==> config.mk <==
export PLATFORM = sky130hd
export DESIGN_NAME = regfile_2r1w
export DESIGN_NICKNAME = d
export VERILOG_FILES = /design/src/rtl/regfile_pkg.sv /design/src/rtl/regfile_wr_decoder.sv /design/src/rtl/regfile_2r1w.sv
export SDC_FILE = /design/constraint.sdc
export NUM_CORES = 2
export LEC_CHECK = 0
export BUFFER_PORTS_ARGS = -buffer_cell sky130_fd_sc_hd__buf_2
export CELL_PAD_IN_SITES_DETAIL_PLACEMENT = 2
export CELL_PAD_IN_SITES_GLOBAL_PLACEMENT = 2
export CORE_ASPECT_RATIO = 0.9
export CORE_MARGIN = 1.5
export CORE_UTILIZATION = 35
export CTS_CLUSTER_SIZE = 25
export DETAILED_ROUTE_END_ITERATION = 8
export PLACE_DENSITY_LB_ADDON = 0.2
export SLEW_MARGIN = 10
export SYNTH_ARGS = -nofsm -noshare
export SYNTH_HDL_FRONTEND = slang
export SYNTH_HIERARCHICAL = 1
export SYNTH_SLANG_ARGS = --single-unit
==> constraint.sdc <==
create_clock -name clk -period 3.9 [get_ports clk]
set_clock_uncertainty 0.15 [all_clocks]
set_input_delay 0.195 -clock clk [delete_from_list [all_inputs] [get_ports clk]]
set_output_delay 0.195 -clock clk [all_outputs]
set_load 0.05 [all_outputs]
==> src/rtl/regfile_pkg.sv <==
// Shared register-file types and constants.
// Imported by regfile_wr_decoder and regfile_2r1w.
package regfile_pkg;
   localparam int REG_ADDR_W = 5;
   localparam int REG_DATA_W = 32;
   localparam int NUM_REGS   = 2 ** REG_ADDR_W;
   localparam logic [REG_ADDR_W-1:0] ZERO_REG = 5'd0;

   typedef logic [REG_ADDR_W-1:0] reg_addr_t;
   typedef logic [REG_DATA_W-1:0] reg_data_t;
endpackage

==> src/rtl/regfile_wr_decoder.sv <==
// One-hot write-enable decoder for the register file.
// Bit 0 is never enabled so the zero register stays constant.
module regfile_wr_decoder
   import regfile_pkg::*;
#(
   parameter int ADDR_W = REG_ADDR_W,
   parameter int NREGS  = 2 ** ADDR_W
) (
   input  logic [ADDR_W-1:0] addr,
   input  logic              en,
   output logic [NREGS-1:0]  we
);

   always_comb begin
      we = '0;
      if (en) we[addr] = 1'b1;
      we[0] = 1'b0;
   end

endmodule

==> src/rtl/regfile_2r1w.sv <==
// 32x32 register file, two combinational reads, one write, r0 = 0.
// Define WRITE_BYPASS_EN to forward same-cycle write data to readers.
module regfile_2r1w
   import regfile_pkg::*;
#(
   parameter int DATA_W = REG_DATA_W,
   parameter int ADDR_W = REG_ADDR_W,
   parameter int CNT_W  = 16
) (
   input  logic              clk,
   input  logic              reset,
   input  logic [ADDR_W-1:0] read_addr1,
   input  logic [ADDR_W-1:0] read_addr2,
   output logic [DATA_W-1:0] read_data1,
   output logic [DATA_W-1:0] read_data2,
   input  logic [ADDR_W-1:0] write_addr,
   input  logic [DATA_W-1:0] write_data,
   input  logic              reg_write,
   output logic [CNT_W-1:0]  write_count
);

   localparam int NREGS = 2 ** ADDR_W;
   localparam logic [ADDR_W-1:0] ZADDR = ADDR_W'(ZERO_REG);

   logic [DATA_W-1:0] mem [NREGS];
   logic [NREGS-1:0]  we;
   logic              commit;

   assign commit = reg_write && (write_addr != ZADDR);

   regfile_wr_decoder #(
      .ADDR_W (ADDR_W),
      .NREGS  (NREGS)
   ) u_dec (
      .addr (write_addr),
      .en   (reg_write),
      .we   (we)
   );

   always_ff @(posedge clk) begin
      if (reset) begin
         for (int i = 0; i < NREGS; i++) mem[i] <= '0;
         write_count <= '0;
      end else begin
         for (int i = 1; i < NREGS; i++)
            if (we[i]) mem[i] <= write_data;
         if (commit && (write_count != '1))
            write_count <= write_count + CNT_W'(1);
      end
   end

   always_comb begin
      read_data1 = (read_addr1 == ZADDR) ? '0 : mem[read_addr1];
      read_data2 = (read_addr2 == ZADDR) ? '0 : mem[read_addr2];
`ifdef WRITE_BYPASS_EN
      // commit already excludes r0, so r0 keeps reading zero
      if (!reset && commit && (read_addr1 == write_addr))
         read_data1 = write_data;
      if (!reset && commit && (read_addr2 == write_addr))
         read_data2 = write_data;
`endif
   end

endmodule

# Word level (Yosys, flattened, before mapping)
# Memories as Yosys holds them, arrays and structs flattened.
# Cells that the tools add are included.
# totals
ff_bits	16
ramBits	1024
in_bits	50
output_inout_bits	80
elab_cells	174
n_memories	1
# mem_list
name	depth	word_bits	rd	rd_clocked_by_memory_dff	wr	line_no	rtl
mem	32	32	2	0	32	regfile_2r1w.sv:25	logic [DATA_W-1:0] mem [NREGS];
# op_classes
addsub	1
order_cmp	2
eq_ne	1
muxes	131
bitwise_logic	31
reduce_logical	6
# ops
cell	count
$mux W32	34
$mux W1	96
$or A1 B1 Y1	31
$add A16 B1 Y16 const B	1
$ne A16 B16 Y1 const B	1
$logic_not A5 Y1	2
$lt A5 B6 Y1 const B	1
$demux W1 S5	1
$ge A5 B1 Y1 const B	1
$reduce_bool A5 Y1	1
$logic_and A1 B1 Y1	3

# Longest topological paths before layout
# logic_depth
depth_word	9
mapped_depth	9
depth_no_buf	5

# Modules after synthesis
# The synthesis kept the hierarchy.
# modules_own_cells
mod	n_inst	cells_per_inst	area_per_inst_um2	seq_area_each_um2
regfile_2r1w	1	3171	51001.4	30108.9
regfile_wr_decoder	1	48	237.7	0.0

# Least setup slack after synthesis
# OpenSTA, ideal clock, no wires.
# synth_path
path_type	input to output
start	input port read_addr2[0]
end	output port read_data2[30]
arrival_ps	2468
required_time_ps	3555
setup_slack_ps	1087
stages	8
path_buffers	5
cell_sequence	buf_4 -> buf_6 -> buf_6 -> buf_4 -> buf_2 -> mux2i_1 -> a211oi_1 -> o31ai_1
# synth_between
elab_chain_cells	2
word_cells_on_any_way	3
classes_between	mux (1); reduce/logical (1); memory (1)
# synth_lines
element	line_no	rtl
start, declared	regfile_2r1w.sv:13	input logic [ADDR_W-1:0] read_addr2,
$mem_v2 Z32 W32 / $logic_not A5 Y1 (equally long branches)	-	
$mux W32 (*)	regfile_2r1w.sv:54	read_data2 = (read_addr2 == ZADDR) ? '0 : mem[read_addr2];
end, declared	regfile_2r1w.sv:15	output logic [DATA_W-1:0] read_data2,
# Every way passes the cells marked *; elsewhere a longest branch is shown, timed or not.

# Worst setup path in the final report
# layout_path
start	input port read_addr1[1]
end	output port read_data1[5]
# layout_between
elab_chain_cells	2
word_cells_on_any_way	3
classes_between	mux (1); reduce/logical (1); memory (1)
# layout_lines
element	line_no	rtl
start, declared	regfile_2r1w.sv:12	input logic [ADDR_W-1:0] read_addr1,
$mem_v2 Z32 W32 / $logic_not A5 Y1 (equally long branches)	-	
$mux W32 (*)	regfile_2r1w.sv:53	read_data1 = (read_addr1 == ZADDR) ? '0 : mem[read_addr1];
end, declared	regfile_2r1w.sv:14	output logic [DATA_W-1:0] read_data1,
# Marked as above.

==> impl_metrics.tcl <==
set metrics [dict create \
    status "finished clean" \
    dr.first_iter.drc_count 3411 \
    antenna_found_initial 17 \
    dpl.cell_count 5154 \
    grt_pass1_wl_mm 278 \
    clk_pin_slew_ns 0.06 \
    cts_root_buffer "clkbuf_16" \
    syn_avg_cell_area_um2 15.9 \
    ios 130 \
    num_rows 132 \
    cp-start-kind "input port" \
    nNetsFinal 3410 \
    hold_path_class "input port to flip-flop" \
    grt_max_degree 67 \
    clk_latency_ns 0.74 \
    tightest_slew_ns 1.21 \
    setup_viol 0 \
    initial_utilization_pct 35.4 \
    grt_pass1_vias 35500 \
    hp-start "write_data[31]" \
    place_area_um2 55100 \
    clkSinkCount 1008 \
    netlist_area_um2 51200 \
    cts_buffer_depth 3 \
    firstDrtPassIters 5 \
    instances_no_fill 5399 \
    worst_path_max_delay_cell "a211oi_1" \
    fp.dieW_um 406 \
    end_kind "output port" \
    grt_overflow 0 \
    post_cts_buffers 0 \
    rsz0062_at_grt "no" \
    synth_nets 3268 \
    finalCritPeriodShare_pct 94.9 \
    vdd_drop_max_v 0.000446 \
    crit_path_cell_trace "buf_4 -> buf_4 -> mux2_2 -> a22o_1 -> a211oi_1 -> o31ai_1 -> buf_2" \
    fp.dieArea_um2 149000 \
    required_ns 3.56 \
    numCtsBuffers 114 \
    drt-total-wl_mm 196 \
    slowest_delay_ns 0.97 \
    utilization_pct 40.9 \
    dpl_worst_slack_ns 0.230 \
    design_area_um2 59100 \
    track_usage_pct 26.4 \
    htree_levels 3 \
    cts_resized 0 \
    final_common_cell "edfxtp_1" \
    r2r_slack_ns 1.61 \
    final.setup.tns_ns 0 \
    layout_common_cells "edfxtp_1 (992), and2_1 (609), mux4_2 (384)" \
    r2r-end "write_count[9]" \
    die_h_um 366 \
    drive_gt1_share_pct 29.3 \
    power.density_nw_per_um2 471 \
    slew_headroom_pct 18.6 \
    viasPerCell 6.09 \
    p_leak_nw 20.4 \
    use_met1_pct 38.0 \
    setup_slack_ns 0.198 \
    min_to "mem[21][31]" \
    min_path_cells 3 \
    worst_r2r_path_depth 4 \
    vias 32900 \
    cts_tree "built" \
    crit_fanout 32 \
    synthCells 3217 \
    drc 0 \
    place.gp.congestion 0.837 \
    grt_use_met3_pct 4.31 \
    critPathArrivalTime_ns 3.36 \
    grtUsageMet2_pct 41.4 \
    port_buffers 129 \
    fmax_ghz 0.270 \
    syn_to_final_growth_pct 15.3 \
    hold_viol_final 0 \
    criticalPathCategory "input port to output port" \
    ys_warn_count 6 \
    path_common_cell "buf_4" \
    ant_nets 0 \
    fillCellCount 13800 \
    regToRegStartpoint "write_count[2]" \
    period_needed_ns 3.70 \
    wl_per_cell_um 36.3 \
    cap_violations 0 \
    hold_buffers 29 \
    grt_busiest_layer "met2" \
    coreArea_um2 145000 \
    slew_viol_final 0 \
    hpwl_mm 124 \
]
-- layer usage --
| layer | up-vias | routed length [um] | share of wire, % |
|---|---|---|---|
| li1 | 13100 | - | - |
| met1 | 18100 | 85100 | 43 |
| met2 | 1419 | 91800 | 47 |
| met3 | 262 | 14100 | 7.2 |
| met4 | 2 | 5030 | 2.6 |
| met5 | - | 12 | 0.0061 |
-- through the flow --
step	hold WS (ns)	total power, mW
2_1_floorplan	0.267	15.5
3_3_place_gp	0.328	17.1
3_5_place_dp	0.368	17.3
4_1_cts	0.00760	28.0
5_1_grt	0.0551	28.6
6_report	0.0947	27.8
-- where the power goes --
part / total (mW) / switching, mW / internal [mW]
Clock: 10.7 / 4.67 / 6.05
Combinational: 4.04 / 2.50 / 1.55
Sequential: 13.1 / 0.381 / 12.7
Total: 27.8 / 7.55 / 20.3
-- critical path: cells and delay by family --
kind	cells	cell delay [ns]
AOI/OAI and AO/OA	3	1.49
muxes	1	0.41
buffers and inverters	3	1.25
-- layout make-up --
cell class	instances	area, um2	share of cell area (%)
Antenna cell	2	5.00	0.00847
Clock buffer	142	3010	5.09
Clock inverter	69	637	1.08
Tap cell	1943	2430	4.12
Sequential cell	1008	30100	51.0
Timing Repair Buffer	332	2860	4.84
Multi-Input combinational cell	1897	20000	33.8
Inverter	6	22.5	0.0381
-- flip-flops by register name, indices dropped and copies added (netlist names) --
register     flops
mem            992
write_count     16
-- worst max path at each step --
stage                              from        endpoint  slack [ns]  cells after the start
after CTS                 read_addr1[1]   read_data1[5]        0.22                      7
final                     read_addr1[1]   read_data1[5]        0.20                      7
after detailed placement  read_addr1[1]   read_data1[5]        0.23                      7
after global routing      read_addr1[1]   read_data1[5]        0.21                      7
after floorplan           read_addr2[0]  read_data2[30]        1.09                      8
after global placement    read_addr1[1]   read_data1[5]        0.23                      7
Note: power is estimated with default switching activity, not from simulation.
